[config.mk]
export PLATFORM = sky130hd
export DESIGN_NAME = seq_decoder
export DESIGN_NICKNAME = d
export VERILOG_FILES = /design/src/rtl/seq_decoder.sv
export SDC_FILE = /design/constraint.sdc
export NUM_CORES = 1
export LEC_CHECK = 0
export ABC_AREA = 1
export CORE_MARGIN = 2
export CORE_UTILIZATION = 30
export DETAILED_ROUTE_END_ITERATION = 10
export DONT_BUFFER_PORTS = 1
export SLEW_MARGIN = 20
export SYNTH_ARGS = -nofsm -noshare
export SYNTH_HDL_FRONTEND = slang
export SYNTH_SLANG_ARGS = --single-unit
[constraint.sdc]
create_clock -name clk -period 1.6 [get_ports clk]
set_input_delay 0.16 -clock clk [delete_from_list [all_inputs] [get_ports clk]]
set_output_delay 0.16 -clock clk [all_outputs]
set_load 0.1 [all_outputs]
[src/rtl/seq_decoder.sv]
// -----------------------------------------------------------------------------
// seq_decoder
//
// Registered N_IN-to-2**N_IN decoder with valid/ready handshakes on both sides.
// Each accepted code produces one output beat, except in sweep mode, where it
// produces a run of one-hot beats from the start code up to the top code.
//
// Modes (sampled only when a code is accepted):
//   00 one-hot      out_dec[k] = (k == in_code)
//   01 thermometer  out_dec[k] = (k <= in_code)
//   10 sweep        one-hot beats for in_code, in_code+1, ..., OUT_W-1
//   11 reserved     decoded as one-hot
//
// Parameters:
//   N_IN   code width in bits, legal range 2..6
//   OUT_W  decoded width, fixed at 2**N_IN
//
// Ports:
//   clk        rising-edge clock
//   rst_n      asynchronous active-low reset
//   en         block enable; gates acceptance of new codes only
//   in_valid   input code present
//   in_ready   block can accept a code this cycle
//   in_code    code to decode, or sweep start code
//   mode       decode mode, see above
//   out_valid  out_dec/out_code hold a valid beat
//   out_ready  downstream accepts the beat
//   out_dec    registered decoded word
//   out_code   code that produced out_dec
//   busy       high while a sweep is in progress
// -----------------------------------------------------------------------------
module seq_decoder #(
  parameter int N_IN = 4,
  localparam int OUT_W = 2**N_IN
) (
  input  logic             clk,
  input  logic             rst_n,
  input  logic             en,
  input  logic             in_valid,
  output logic             in_ready,
  input  logic [N_IN-1:0]  in_code,
  input  logic [1:0]       mode,
  output logic             out_valid,
  input  logic             out_ready,
  output logic [OUT_W-1:0] out_dec,
  output logic [N_IN-1:0]  out_code,
  output logic             busy
);

  typedef enum logic [1:0] {
    IDLE  = 2'd0,
    HOLD  = 2'd1,
    SWEEP = 2'd2
  } state_t;

  state_t state;
  state_t state_nxt;

  logic             accept;
  logic             xfer;
  logic             sweep_last;
  logic [N_IN:0]    thermo_shift;
  logic [OUT_W-1:0] onehot_dec;
  logic [OUT_W-1:0] thermo_dec;
  logic [OUT_W-1:0] load_dec;

  assign accept     = in_valid & in_ready;
  assign xfer       = out_valid & out_ready;
  // A sweep never wraps, so the all-ones code is always its final beat.
  assign sweep_last = &out_code;

  // Decode the incoming code. The thermometer shift is one bit wider than the
  // code so that the top code shifts every ones bit out and inverts to all ones.
  always_comb begin
    onehot_dec          = '0;
    onehot_dec[in_code] = 1'b1;
    thermo_shift        = {1'b0, in_code} + (N_IN+1)'(1);
    thermo_dec          = ~({OUT_W{1'b1}} << thermo_shift);
    load_dec            = (mode == 2'b01) ? thermo_dec : onehot_dec;
  end

  // State register.
  always_ff @(posedge clk or negedge rst_n) begin
    if (!rst_n) begin
      state <= IDLE;
    end else begin
      state <= state_nxt;
    end
  end

  // Next-state logic. HOLD can accept a new code in the same cycle its beat
  // leaves, so it re-enters HOLD or SWEEP without a bubble.
  always_comb begin
    state_nxt = state;
    case (state)
      IDLE: begin
        if (accept) begin
          state_nxt = (mode == 2'b10) ? SWEEP : HOLD;
        end
      end
      HOLD: begin
        if (accept) begin
          state_nxt = (mode == 2'b10) ? SWEEP : HOLD;
        end else if (xfer) begin
          state_nxt = IDLE;
        end
      end
      SWEEP: begin
        if (xfer && sweep_last) begin
          state_nxt = IDLE;
        end
      end
      default: state_nxt = IDLE;
    endcase
  end

  // Outputs derived from state. A beat is held exactly when not IDLE, and a
  // sweep blocks new codes until its final beat has left.
  always_comb begin
    out_valid = (state != IDLE);
    busy      = (state == SWEEP);
    in_ready  = en & (state != SWEEP) & (~out_valid | out_ready);
  end

  // Output beat register. A new code loads the first beat; during a sweep
  // each transfer advances to the next code, shifting the one-hot bit up.
  // Nothing changes while a beat waits for out_ready.
  always_ff @(posedge clk or negedge rst_n) begin
    if (!rst_n) begin
      out_dec  <= '0;
      out_code <= '0;
    end else if (accept) begin
      out_dec  <= load_dec;
      out_code <= in_code;
    end else if (xfer && (state == SWEEP) && !sweep_last) begin
      out_dec  <= out_dec << 1;
      out_code <= out_code + N_IN'(1);
    end
  end

endmodule

# After elaboration in Yosys (flattened, before gate mapping)
# Cells that the tools add are included.
[word_totals]
in_bits = 11
mem_count = 0
mem_bits_rw = 0
mem_bits_ro = 0
latchBits = 0
reg_bits = 22
output_inout_bits = 23
elab_cells = 46
[op_classes]
shift = 1
n_reduce_logical = 10
div = 0
n_mux = 13
n_bitwise = 7
multipliers = 0
n_eq_ne = 8
addsub = 2
order_cmp = 2
[ops]
columns = ["operator", "count"]
rows = [
  ["$mux W16", 3],
  ["$not A16 Y16", 1],
  ["$shl A16 B5 Y16 const A", 1],
  ["$mux W2", 5],
  ["$mux W4", 2],
  ["$pmux W2 S3", 1],
  ["$add A4 B1 Y5 const B", 1],
  ["$lt A4 B5 Y1 const B", 1],
  ["$add A4 B1 Y4 const B", 1],
  ["$and A1 B1 Y1", 4],
  ["$demux W1 S4", 1],
  ["$eq A2 B1 Y1 const B", 2],
  ["$eq A2 B2 Y1 const B", 2],
  ["$ge A4 B1 Y1 const B", 1],
  ["$logic_and A1 B1 Y1", 4],
  ["$ne A2 B2 Y1 const B", 2],
  ["$reduce_and A4 Y1", 1],
  ["$reduce_bool A2 Y1", 2],
  ["$ne A3 B3 Y1 const B", 1],
  ["$reduce_and A3 Y1", 1],
  ["$logic_not A2 Y1", 1],
  ["$ne A2 B1 Y1 const B", 1],
  ["$logic_not A1 Y1", 1],
  ["$mux W1", 1],
  ["2 further kinds", 2],
]

# Logic depth before layout (Yosys ltp)
[depth]
depth_word = 7
depth_mapped = 10
depth_no_buf = 10

# Least setup slack after synthesis
# OpenSTA, ideal clock, no wires.
[synth_path]
path_type = "register to output"
startpoint = "register state[0]"
endpoint = "output port in_ready"
path_stages_with_launch = 6
arrival_ns = 1.991
required_time_ns = 1.440
slack_ns = -0.551
cell_sequence = "dfrtp_1 inv_1 nand2_1 nand2_2 nand2_1 inv_1"
[synth_via]
elab_chain_cells = 4
word_cells_on_any_way = 6
cone_classes = "1 x eq/ne; 4 x bitwise; 1 x reduce/logical"
[synth_lines]
columns = ["element", "line_no", "source"]
rows = [
  ["start: declaration", "56", "state_t state;"],
  ["start signal: assignment", "87", "state <= state_nxt;"],
  ["$reduce_bool A2 Y1", "120", "out_valid = (state != IDLE);"],
  ["net out_valid", "43", "output logic out_valid,"],
  ["$not A1 Y1", "122", "in_ready = en & (state != SWEEP) & (~out_valid | out_ready);"],
  ["$or A1 B1 Y1", "122", ""],
  ["$and A1 B1 Y1", "122", ""],
  ["end: declaration", "40", "output logic in_ready,"],
]
# The timed path passes the listed nets, and every way through them passes these cells.

# Worst setup path after layout
[layout_path]
startpoint = "register out_code[0]"
endpoint = "register out_dec[9]"
[layout_via]
elab_chain_cells = 4
[layout_lines]
columns = ["element", "line_no", "source"]
rows = [
  ["start: declaration", "46", "output logic [N_IN-1:0] out_code,"],
  ["start signal: assignment", "134", "out_code <= in_code;"],
  ["start signal: assignment", "137", "out_code <= out_code + N_IN'(1);"],
  ["$reduce_and A4 Y1", "70", "assign sweep_last = &out_code;"],
  ["$logic_not A1 Y1", "135", "end else if (xfer && (state == SWEEP) && !sweep_last) begin"],
  ["$logic_and A1 B1 Y1", "135", ""],
  ["$reduce_bool A2 Y1 (no source line)", "--", ""],
  ["end signal: assignment", "133", "out_dec <= load_dec;"],
  ["end signal: assignment", "136", "out_dec <= out_dec << 1;"],
  ["end: declaration", "45", "output logic [OUT_W-1:0] out_dec,"],
]
# Every way passes these cells.
# A chain may end at the register's enable or synchronous reset.

==> flow_results.xml <==
<?xml version="1.0" encoding="UTF-8"?>
<metrics>
  <group name="cells_and_area">
    <metric name="final_layout_size_suffix_gt1_share" unit="%">18.8</metric>
    <metric name="area.growth.synth_to_final" unit="%">21.5</metric>
    <metric name="mostFrequentLayoutCell" unit="">sky130_fd_sc_hd__nand2_1</metric>
    <metric name="nets" unit="">306</metric>
    <metric name="layout.cells.most_common_list" unit="">109 x sky130_fd_sc_hd__nand2_1, 29 x sky130_fd_sc_hd__nand3_1, 28 x sky130_fd_sc_hd__inv_1, 28 x sky130_fd_sc_hd__buf_4, 18 x sky130_fd_sc_hd__dfrtp_1</metric>
    <metric name="num_antenna_cells" unit="">0</metric>
  </group>
  <group name="synthesis">
    <metric name="post_synth_num_cell_types" unit="">23</metric>
    <metric name="syn_nets" unit="">279</metric>
    <metric name="synthesized_area_fraction_occupied_by_ao_oa_aoi_and_oai_cells" unit="%">4.83</metric>
    <metric name="syn_inst" unit="">261</metric>
    <metric name="syn-cell-area" unit="µm²">1690</metric>
    <metric name="synth_top_family_by_area" unit="">simple AND/OR/NAND/NOR gates</metric>
    <metric name="synth-adder-area-share" unit="%">5.20</metric>
    <metric name="post_synth_xor_area_fraction" unit="%">1.04</metric>
    <metric name="synth_seq_area_share" unit="%">32.7</metric>
    <metric name="muxShareOfSynthArea" unit="%">0</metric>
    <metric name="synth.avg_cell_area" unit="µm²">6.46</metric>
    <metric name="synthSimpleGateAreaFrac" unit="%">44.8</metric>
    <metric name="yosys_warnings" unit="">0</metric>
    <metric name="ffs_latches_synth" unit="">22</metric>
  </group>
  <group name="placed_design">
    <metric name="gp_congestion" unit="">0.863</metric>
    <metric name="placement.io_buffers" unit="">0</metric>
    <metric name="half_perimeter_wire_length_of_the_detailed_placement_result" unit="mm">3.22</metric>
  </group>
  <group name="floorplan">
    <metric name="floorplan.core_area" unit="µm²">5470</metric>
    <metric name="row_count" unit="">27</metric>
    <metric name="initial_core_util" unit="%">30.8</metric>
    <metric name="die_area" unit="µm²">6230</metric>
    <metric name="die_w" unit="µm">79.0</metric>
    <metric name="top_level_ports" unit="">34</metric>
    <metric name="die_height" unit="µm">79.0</metric>
  </group>
  <group name="clock_network">
    <metric name="cts_buffers" unit="">3</metric>
    <metric name="clock-root-buffer" unit="">sky130_fd_sc_hd__clkbuf_8</metric>
    <metric name="clock_tree_from_tritoncts" unit="">built</metric>
    <metric name="cts.htree.levels" unit="">1</metric>
    <metric name="clk_pin_slew_worst_paths" unit="ns">0.08</metric>
    <metric name="clock-sinks" unit="">22</metric>
    <metric name="later_pin_clock_latency_in_the_skew_report" unit="ns">0.27</metric>
    <metric name="clock_path_buffers" unit="">2</metric>
  </group>
  <group name="routing">
    <metric name="drt-initial-drc-count" unit="">107</metric>
    <metric name="drt-total-wl" unit="mm">4.14</metric>
    <metric name="dr_wl_cell" unit="µm">11.5</metric>
    <metric name="detail_route.vias_per_cell" unit="">4.51</metric>
    <metric name="remaining_drc_errors" unit="">0</metric>
    <metric name="antenna_violating_nets_post_route" unit="">0</metric>
    <metric name="total_vias_in_the_final_route" unit="">1620</metric>
    <metric name="first_pass_iters" unit="">4</metric>
  </group>
  <group name="sta">
    <metric name="final_max_slew_viol_count" unit="">0</metric>
    <metric name="period_share" unit="%">92.7</metric>
    <metric name="report.final.hold_viol_count" unit="">0</metric>
    <metric name="relative_slew_slack" unit="%">66.9</metric>
    <metric name="report.final.setup_viol" unit="">0</metric>
    <metric name="achievable-frequency" unit="GHz">0.674</metric>
    <metric name="final_period_minus_worst_setup_slack" unit="ns">1.48</metric>
    <metric name="unrepaired_setup_endpoints_after_global_routing" unit="">no</metric>
    <metric name="finClkSkew" unit="ns">0.0102</metric>
    <metric name="final.hold.worst_slack" unit="ns">0.0512</metric>
    <metric name="worst-slew-pin-transition" unit="ns">0.496</metric>
  </group>
  <group name="global_routing">
    <metric name="first_global_vias" unit="">1457</metric>
    <metric name="global_route_met3_utilization" unit="%">3.75</metric>
    <metric name="antenna_found_initial" unit="">0</metric>
    <metric name="globalRoute.busiestLayer" unit="">met2</metric>
    <metric name="grt_usage" unit="%">13.8</metric>
    <metric name="groute.layer.met2.usage" unit="%">21.5</metric>
    <metric name="met1_usage" unit="%">18.0</metric>
    <metric name="grt_overflow" unit="">0</metric>
    <metric name="grt_start_max_net_pins" unit="">23</metric>
    <metric name="grt_first_pass_wirelength" unit="mm">6.82</metric>
  </group>
  <group name="critical_path">
    <metric name="cell_with_the_most_instances_on_the_worst_path" unit="">sky130_fd_sc_hd__nand2_1</metric>
    <metric name="cp_slowest_stage_delay" unit="ns">0.48</metric>
    <metric name="crit_type" unit="">flip-flop to flip-flop</metric>
    <metric name="crit_arrival" unit="ns">1.64</metric>
    <metric name="cp_slowest_cell" unit="">sky130_fd_sc_hd__dfrtp_4</metric>
    <metric name="critical_path.startpoint_type" unit="">flip-flop</metric>
    <metric name="cp.required" unit="ns">1.76</metric>
    <metric name="crit_path_cell_trace" unit="">ha_1, nand3_2, nand3_4, buf_4, nand3_1, nand2_1, inv_1, nand2_1</metric>
    <metric name="critical_path.max_fanout" unit="">7</metric>
    <metric name="cp-end-kind" unit="">flip-flop</metric>
  </group>
  <group name="flow_run">
    <metric name="drv.max_cap_violation_count" unit="">0</metric>
  </group>
  <group name="hold_path">
    <metric name="hp-class" unit="">input pin to flip-flop</metric>
  </group>
  <group name="status">
    <metric name="outcome" unit="">completed</metric>
  </group>
</metrics>
layer usage:
metal,vias to the layer above,part of all wire (%)
met5,-,0
met4,0,1.9
met3,4,6.4
met2,34,45
met1,710,47
li1,872,-
Yosys cell counts:
cell type / count / area share (%)
sky130_fd_sc_hd__nand2_1: 110 / 24
sky130_fd_sc_hd__nand3_1: 33 / 9.8
sky130_fd_sc_hd__inv_1: 29 / 6.5
sky130_fd_sc_hd__dfrtp_1: 22 / 33
sky130_fd_sc_hd__nor2_1: 15 / 3.3
sky130_fd_sc_hd__nand4_1: 8 / 3.0
sky130_fd_sc_hd__ha_1: 7 / 5.2
sky130_fd_sc_hd__a21oi_1: 5 / 1.5
sky130_fd_sc_hd__o21ai_1: 5 / 1.5
sky130_fd_sc_hd__buf_2: 4 / 1.2
sky130_fd_sc_hd__inv_2: 4 / 0.89
sky130_fd_sc_hd__buf_6: 3 / 2.0
sky130_fd_sc_hd__nand2_2: 3 / 1.1
sky130_fd_sc_hd__buf_4: 2 / 0.89
sky130_fd_sc_hd__nand3_4: 2 / 2.1
sky130_fd_sc_hd__o21ai_0: 2 / 0.59
sky130_fd_sc_hd__nand2_4: 1 / 0.67
sky130_fd_sc_hd__nor2_2: 1 / 0.37
sky130_fd_sc_hd__o21a_1: 1 / 0.45
sky130_fd_sc_hd__o21bai_1: 1 / 0.45
sky130_fd_sc_hd__o22ai_1: 1 / 0.37
sky130_fd_sc_hd__xnor2_1: 1 / 0.52
sky130_fd_sc_hd__xor2_1: 1 / 0.52
timing repair:
item                       CTS  global route
gates resized for setup      0             3
setup endpoints to repair    0            10
hold endpoints to repair    22            22
setup buffers                0             1
hold buffers                 1             1
stage by stage:
stage,instance area (µm²),setup TNS (ns),instances,util [%],setup slack (ns)
after detailed placement,1970,0,352,36.0,0.0526
after floorplan,1740,-0.896,261,-,-0.0717
after global placement,1970,0,352,36.0,0.110
final,2050,0,359,37.4,0.117
after CTS,2030,0,357,37.0,0.0364
after global routing,2050,0,359,37.4,0.0186
worst paths after layout:
check	start	end	slack, ns	depth (start not counted)
max	out_code[0]$_DFFE_PN0P_	out_dec[9]$_DFFE_PN0P_	0.12	8
min	in_code[3]	out_code[3]$_DFFE_PN0P_	0.05	2
max reg2reg	out_code[0]$_DFFE_PN0P_	out_dec[9]$_DFFE_PN0P_	0.12	8
min reg2reg	out_dec[15]$_DFFE_PN0P_	out_dec[15]$_DFFE_PN0P_	0.50	2
max in group asynchronous	rst_n	out_code[1]$_DFFE_PN0P_	0.85	2
min in group asynchronous	rst_n	out_code[3]$_DFFE_PN0P_	0.38	2
layout make-up:
type                            count  area (µm²)
Timing Repair Buffer               31         245
Clock buffer                        4        45.0
Fill cell                         617        3420
Tap cell                           72        90.1
Sequential cell                    22         561
Inverter                           33         133
Multi-Input combinational cell    197         975
registers in the layout (all words and copies together) (netlist names):
signal    cells
out_dec      16
out_code      4
state         2
critical path: cells and delay by family, from the launching register on:
family / cells / cell delay (ns)
flops: 1 / 0.48
simple gates: 5 / 0.41
buf+inv: 2 / 0.24
fa+ha+maj: 1 / 0.24
cells by family (layout without fill, tap and decap cells):
| logic type | Yosys count | after routing |
|---|---|---|
| compound gates | 15 | 15 |
| buf+inv | 42 | 68 |
| xor+xnor | 2 | 2 |
| simple gates | 173 | 173 |
| fa+ha+maj | 7 | 7 |
| flops | 22 | 22 |
Power is left out: the tool's default activity adds up to more than one toggle a clock period on the data nets, which glitch-free logic cannot reach.
